$ cat config.mk
export PLATFORM = sky130hd
export DESIGN_NAME = rf_ctrl
export DESIGN_NICKNAME = d
export VERILOG_FILES = /design/src/rtl/rf_ctrl.sv
export SDC_FILE = /design/constraint.sdc
export NUM_CORES = 1
export LEC_CHECK = 0
export CORE_ASPECT_RATIO = 0.6
export CORE_MARGIN = 3
export CORE_UTILIZATION = 35
export CTS_CLUSTER_SIZE = 30
export DETAILED_ROUTE_END_ITERATION = 16
export SKIP_CTS_REPAIR_TIMING = 1
export SYNTH_ARGS = -nofsm -noshare
export SYNTH_HDL_FRONTEND = slang
export SYNTH_SLANG_ARGS = --single-unit
$ cat constraint.sdc
create_clock -name clk -period 1.6 [get_ports clk]
set_clock_uncertainty 0.1 [all_clocks]
set_input_delay 0.4 -clock clk [delete_from_list [all_inputs] [get_ports clk]]
set_output_delay 0.4 -clock clk [all_outputs]
set_load 0.05 [all_outputs]
$ cat src/rtl/rf_ctrl.sv
// rtl/rf_ctrl.sv - micro-op sequencer in front of a single-port register file
// Expands READ/WRITE/MOV/SWAP into one rf access per cycle and pulses done with the result.
module rf_ctrl #(
  parameter int DATA_W = 8,
  parameter int ADDR_W = 3
) (
  input  logic              clk,
  input  logic              rst,
  input  logic              cmd_valid,
  output logic              cmd_ready,
  input  logic [1:0]        cmd_op,
  input  logic [ADDR_W-1:0] cmd_rd,
  input  logic [ADDR_W-1:0] cmd_rs,
  input  logic [DATA_W-1:0] cmd_imm,
  output logic              done,
  output logic [DATA_W-1:0] rd_data,
  output logic [DATA_W-1:0] rf_data_in,
  output logic              rf_ce,
  output logic [ADDR_W-1:0] rf_adr,
  input  logic [DATA_W-1:0] rf_data_out
);

  typedef enum logic [2:0] {IDLE, RDA, RDB, WRB, WRA, DONE} state_t;

  localparam logic [1:0] OP_READ  = 2'b00;
  localparam logic [1:0] OP_WRITE = 2'b01;
  localparam logic [1:0] OP_MOV   = 2'b10;

  state_t            state, state_nxt;
  logic [1:0]        op;
  logic [ADDR_W-1:0] rd, rs;
  logic [DATA_W-1:0] imm, tmp_a, tmp_b, result;
  logic              accept;

  // rst is folded in so the handshake is refused even in the reset cycle itself
  assign cmd_ready = (state == IDLE) && !rst;
  assign accept    = cmd_valid && cmd_ready;

  always_ff @(posedge clk or posedge rst) begin
    if (rst) begin
      state   <= IDLE;
      op      <= '0;
      rd      <= '0;
      rs      <= '0;
      imm     <= '0;
      tmp_a   <= '0;
      tmp_b   <= '0;
      rd_data <= '0;
    end else begin
      state <= state_nxt;
      if (accept) begin
        op  <= cmd_op;
        rd  <= cmd_rd;
        rs  <= cmd_rs;
        imm <= cmd_imm;
      end
      if (state == RDA) tmp_a <= rf_data_out;
      if (state == RDB) tmp_b <= rf_data_out;
      if (state_nxt == DONE) rd_data <= result;
    end
  end

  always_comb begin
    state_nxt  = state;
    result     = tmp_a;
    done       = 1'b0;
    rf_ce      = 1'b0;
    rf_adr     = '0;
    rf_data_in = '0;
    // READ finishes straight out of RDA, so its result bypasses tmp_a
    if (op == OP_WRITE)   result = imm;
    else if (state == RDA) result = rf_data_out;
    case (state)
      IDLE: if (accept) state_nxt = (cmd_op == OP_WRITE) ? WRB : RDA;
      RDA: begin
        rf_adr = rs;
        if (op == OP_READ)     state_nxt = DONE;
        else if (op == OP_MOV) state_nxt = WRB;
        else                   state_nxt = RDB;
      end
      RDB: begin
        rf_adr    = rd;
        state_nxt = WRB;
      end
      WRB: begin
        rf_adr     = rd;
        rf_ce      = 1'b1;
        rf_data_in = (op == OP_WRITE) ? imm : tmp_a;
        state_nxt  = (op == OP_READ || op == OP_WRITE || op == OP_MOV) ? DONE : WRA;
      end
      WRA: begin
        rf_adr     = rs;
        rf_ce      = 1'b1;
        rf_data_in = tmp_b;
        state_nxt  = DONE;
      end
      DONE: begin
        done      = 1'b1;
        state_nxt = IDLE;
      end
      default: state_nxt = IDLE;
    endcase
  end

endmodule

==> impl_metrics.env <==
export IMPL_crit_path_end_kind="output pin"
export IMPL_cp_max_fo=8
export IMPL_yosysWarnings=0
export IMPL_hpwl_mm=3.71
export IMPL_grt_pass1_wl_mm=8.45
export IMPL_worst_pin_slew_ns=0.599
export IMPL_timing_worst_setup_path_type="reg2out"
export IMPL_die_area_um2=7110
export IMPL_boundaryPins=49
export IMPL_synth_xor_area_share_pct=0.820
export IMPL_fmax_mhz=487
export IMPL_ys_seq_elements=43
export IMPL_drc=0
export IMPL_hold_class="in2async"
export IMPL_insertion_delay_ns=0.31
export IMPL_overflow=0
export IMPL_place_congestion=0.805
export IMPL_synth_distinct_cells=32
export IMPL_powerDensity_nw_per_um2=2440
export IMPL_slowest_delay_ns=0.41
export IMPL_dr_wl_met3_um=261
export IMPL_drt_first_pass_iters=4
export IMPL_wirelength_mm=6.07
export IMPL_required_ns=1.10
export IMPL_crit_buf_inv=3
export IMPL_finalHoldViolCount=0
export IMPL_grt_pass1_vias=1626
export IMPL_rows=21
export IMPL_syn_num_nets=203
export IMPL_setup_viol=47
export IMPL_worst_slack_ns=-0.454
export IMPL_maxUsedRoutingLayer="met4"
export IMPL_dominantRegCellSynth="dfrtp_1"
export IMPL_maxSlewViolCount=0
export IMPL_place_ws_ns=-0.448
export IMPL_netlist_area_um2=2140
export IMPL_wl_met2_mm=2.65
export IMPL_syn_area_per_cell_um2=12.1
export IMPL_grt_use_total_pct=15.8
export IMPL_synth_simple_gate_area_share_pct=10.7
export IMPL_wl_met1_mm=3.12
export IMPL_antenna_found_initial=0
export IMPL_num_vias=1717
export IMPL_final_layout_size_suffix_gt1_share_pct=60.9
export IMPL_ir_drop_mv=1.14
export IMPL_synth_compound_area_share_pct=12.0
export IMPL_cap_violations=0
export IMPL_leakage_uw=0.00168
export IMPL_synthCells=176
export IMPL_layout_commonest_cell="dfrtp_1"
export IMPL_wl_per_cell_um=17.5
export IMPL_cts_tree="done"
export IMPL_crit_top_cell="buf_12"
export IMPL_cp_start_kind="register"
export IMPL_violations="negative setup slack"
export IMPL_fin_crit_ns=2.05
export IMPL_clkSinkCount=43
export IMPL_root_buffer="clkbuf_8"
export IMPL_core_area_um2=5730
export IMPL_crit_arrival_ns=1.55
export IMPL_cts_buffers=5
export IMPL_synth_adder_area_share_pct=0.527
export IMPL_path_delay_family="buffers and inverters"
export IMPL_synth_edf_count=0
export IMPL_cts_max_level=2
export IMPL_cts_reportedPaths_clkPinSlew_ns=0.09
export IMPL_io_buffers=48
export IMPL_place_area_um2=3210
export IMPL_die_width_um=107
export IMPL_worstPathCellList="buf_6 -> nand2b_4 -> buf_12 -> nand2_4 -> a21oi_2 -> a21o_2 -> buf_12"
export IMPL_grt_max_degree=44
export IMPL_synth_seq_area_share_pct=50.4
export IMPL_layout_common_cells="42 x dfrtp_1, 29 x buf_12, 27 x mux2_4, 25 x clkdlybuf4s50_1, 22 x buf_4"
export IMPL_die_h_um=66.5
export IMPL_clk_path_buf_depth=2
export IMPL_initial_utilization_pct=37.3
export IMPL_yosys_mux_area_fraction_pct=21.6
export IMPL_finalCritPeriodShare_pct=128
export IMPL_async_reset_ff_share_pct=100
export IMPL_crit_slowest_cell="dfrtp_1"
export IMPL_via_per_inst=4.96
export IMPL_slew_limit_headroom_pct=59.9
export IMPL_nNetsFinal=292
export IMPL_synth_top_family_by_area="multiplexers"
export IMPL_postLayoutCellArea_um2=3750
export IMPL_status="finished, violations left"
export IMPL_initialDrtViolationCount=68
export IMPL_insertedDiodeCount=0
export IMPL_ant_nets=0
export IMPL_area_delta_synth_final_pct=75.8
export IMPL_rsz0062_at_grt="yes"
## logic make-up (layout without fill, tap and decap cells)
family                   count (synthesis)  after routing
flip-flops                              43             43
XOR/XNOR                                 2              2
AO/OA/AOI/OAI                           34             34
adder cells (fa/ha/maj)                  1              1
buffers and inverters                   15            103
AND/OR/NAND/NOR                         42             44
multiplexers                            39             39
## cell type report
| class | instances | area, um2 |
|---|---|---|
| clock buffer | 5 | 68.8 |
| clock inverter | 3 | 46.3 |
| fill | 456 | 1970 |
| inverter | 5 | 18.8 |
| multi-input combinational | 120 | 1260 |
| sequential | 43 | 1080 |
| tap | 80 | 100 |
| timing repair buffer | 90 | 1180 |
## stage by stage
step / cells / hold WS (ns) / setup TNS (ns) / util, % / total power (uW)
after floorplan: 176 / 0.379 / -9.38 / - / 5030
after global placement: 320 / 0.388 / -11.70 / 56.0 / 7130
after detailed placement: 320 / 0.396 / -12.10 / 56.0 / 7220
after CTS: 328 / 0.416 / -11.27 / 58.0 / 8110
after global routing: 346 / 0.156 / -12.29 / 65.6 / 9610
final: 346 / 0.121 / -9.54 / 65.6 / 9160
## power by group
| group | internal [uW] | leakage, uW | switching [uW] |
|---|---|---|---|
| Sequential | 1650 | 0.000514 | 461 |
| Combinational | 3440 | 0.00111 | 2720 |
| Clock | 471 | 0.0000548 | 410 |
| Total | 5570 | 0.00168 | 3600 |
## worst reg2reg max path: stages, from the launching register on
cell and delay, ns:
dfrtp_2 0.46, buf_8 0.16, buf_6 0.12, nor3b_4 0.22, buf_6 0.15, buf_8 0.13
o211ai_1 0.11, mux2_4 0.26
## worst paths after layout
check	from	end	slack, ns	cells after the start
max in group asynchronous	rst	state[2]$_DFF_PP0_	1.05	3
setup reg to reg	state[2]$_DFF_PP0_	rd_data[4]$_DFFE_PP0N_	-0.20	7
hold / removal	rst	imm[0]$_DFFE_PP0P_	0.12	3
hold reg to reg	tmp_b[3]$_DFFE_PP0P_	tmp_b[3]$_DFFE_PP0P_	0.42	1
min in group clk	tmp_b[3]$_DFFE_PP0P_	tmp_b[3]$_DFFE_PP0P_	0.42	1
setup / recovery	op[0]$_DFFE_PP0P_	rf_data_in[4]	-0.45	7
## state kept, by name (all words and copies together) (netlist names)
register and count:
imm 8, rd_data 8, tmp_a 8, tmp_b 8, rd 3, rs 3, state 3, op 2
## cell usage after synthesis (2+ instances only)
cell type  number  area (um2)
nor2b_1         2        12.5
a21o_1          8        60.1
mux2_4          6        90.1
nand3_1         8        40.0
mux2_2         33         372
o21ai_0         3        15.0
a32o_1          3        30.0
buf_6           3        33.8
a21oi_1         8        40.0
clkbuf_1        2        7.51
nand2b_1        2        12.5
nand2_1        21        78.8
dfrtp_1        43        1080
inv_1           4        15.0
o211ai_1        8        60.1
nor2_1          3        11.3
buf_2           4        20.0
## per-layer routing
layer / vias up / GRT usage (%)
met5: - / 0
met4: 0 / 3.83
met3: 4 / 4.65
met2: 37 / 23.3
met1: 868 / 22.9
li1: 808 / -
Note: power is estimated with default switching activity, not from simulation.
==> patch (same flow settings) <==
`ADDR_W`: 3 -> 4.
--- a/src/rtl/rf_ctrl.sv
+++ b/src/rtl/rf_ctrl.sv
@@ -3,5 +3,5 @@
 module rf_ctrl #(
   parameter int DATA_W = 8,
-  parameter int ADDR_W = 3
+  parameter int ADDR_W = 4
 ) (
   input  logic              clk,
Ports: changed (resized cmd_rd, cmd_rs and rf_adr); port bits go from 49 to 52. No check against the original RTL was run, so the function may have changed too.
==> patch against the original RTL <==
The flow still finishes with violations (negative setup slack). Synthesized area increased by 1.1%. Setup slack improved by 4.8 ps. Critical endpoint unchanged. Worst hold slack gained 290 ps. Routed wire length shrank 5.0%. Power is 1.7% lower. Cell area shrank 1.4%. Combinational power fell by 3.9%. Sequential cell count is 2 higher.
==> patch: results <==
{
  "synthesized_nets": 210,
  "dp_cells": 334,
  "clkLatencyLatePin_ps": 290,
  "gr-usage-met1_pct": 23.2,
  "maximum_number_of_pins_on_one_net_before_global_route_repair": 46,
  "gp_congestion": 0.804,
  "fin_cells": 347,
  "top_layer": "met4",
  "slew_headroom_pct": 83.5,
  "min_path_cells": 1,
  "synth.distinct_cells": 29,
  "postPlaceCellArea_mm2": 0.00331,
  "failed_checks": "negative setup slack",
  "global_route_wire_length_before_repair_um": 8850,
  "global_route.usage.total_pct": 16.2,
  "cp-startpoint": "op[1]$_DFFE_PP0P_",
  "hold-worst-slack_ps": 414,
  "setup_viol_count_final": 52,
  "detail_route.wl_per_cell_um": 16.6,
  "hold_class": "reg -> reg",
  "detail_route.iter0.violations": 73,
  "setup_ws_ps": -450,
  "worst_ir_drop_vdd_uv": 923,
  "routed-wl-met2_um": 2530,
  "ff2ff_path_depth": 5,
  "grt_use_met3_pct": 4.74,
  "fraction_of_final_layout_cells_with_drive_strength_greater_than_1_pct": 59.9,
  "netlist_top_cells_count": "sky130_fd_sc_hd__dfrtp_1 (45), sky130_fd_sc_hd__mux2_2 (41), sky130_fd_sc_hd__nand2_1 (22)",
  "rr_endpoint": "rd_data[0]$_DFFE_PP0N_",
  "sum_of_routed_wire_segments_on_met1_um": 2840,
  "synth_sequential_area_ratio_pct": 52.2,
  "dp_hpwl_um": 3860,
  "grt_pass1_vias": 1686,
  "port-buffer-count": 51,
  "global_route.usage.met2_pct": 24.1,
  "design.final.nets": 295,
  "power_leakage_nw": 1.63,
  "met3_length_um": 371,
  "post_synth_inst_count": 181,
  "status": "finished with violations",
  "setup.reg_to_reg.worst_slack_ps": -280,
  "synth.area.top_cells": "sky130_fd_sc_hd__dfrtp_1 (52%), sky130_fd_sc_hd__mux2_2 (21%), sky130_fd_sc_hd__nand2_1 (3.8%)"
}
==> patch: changes by cell type after synthesis, moves of 2 or more <==
cell	change
sky130_fd_sc_hd__mux2_2	+8
sky130_fd_sc_hd__mux2_4	-6
sky130_fd_sc_hd__buf_2	+3
sky130_fd_sc_hd__buf_6	-2
sky130_fd_sc_hd__dfrtp_1	+2
==> patch: area by class of cell <==
type	count	area (µm²)
Multi-Input combinational cell	120	1190
Clock buffer	7	86.3
Tap cell	80	100
Sequential cell	45	1130
Fill cell	452	2050
Inverter	5	21.3
Clock inverter	1	30.0
Timing Repair Buffer	89	1150
==> patch: through the flow <==
stage	power (mW)	setup TNS, ps	util, %
2_1_floorplan	5.12	-11360	-
3_5_place_dp	7.44	-13550	57.6
4_1_cts	8.36	-13170	59.6
3_3_place_gp	7.37	-12250	57.6
6_report	9.00	-10110	64.4
5_1_grt	9.48	-13370	64.4
==> patch: report_power, final <==
part	internal [mW]	switching, mW
Clock	0.510	0.383
Combinational	3.25	2.68
Sequential	1.73	0.455
Total	5.49	3.52
==> patch: logic make-up after synthesis <==
group,count (synthesis),share of synthesized area (%)
compound gates,35,12.2
xor+xnor,2,0.812
fa+ha+maj,1,0.522
buf+inv,16,3.65
flops,45,52.2
mux,41,21.4
simple gates,41,9.28
==> patch: worst max-delay path, cell delays in order, from the launching register on <==
cell and delay (ps):
sky130_fd_sc_hd__dfrtp_1 430, sky130_fd_sc_hd__nand2b_4 180, sky130_fd_sc_hd__buf_12 150, sky130_fd_sc_hd__nand2_2 80, sky130_fd_sc_hd__a21oi_2 50, sky130_fd_sc_hd__a21o_2 210
sky130_fd_sc_hd__buf_12 150
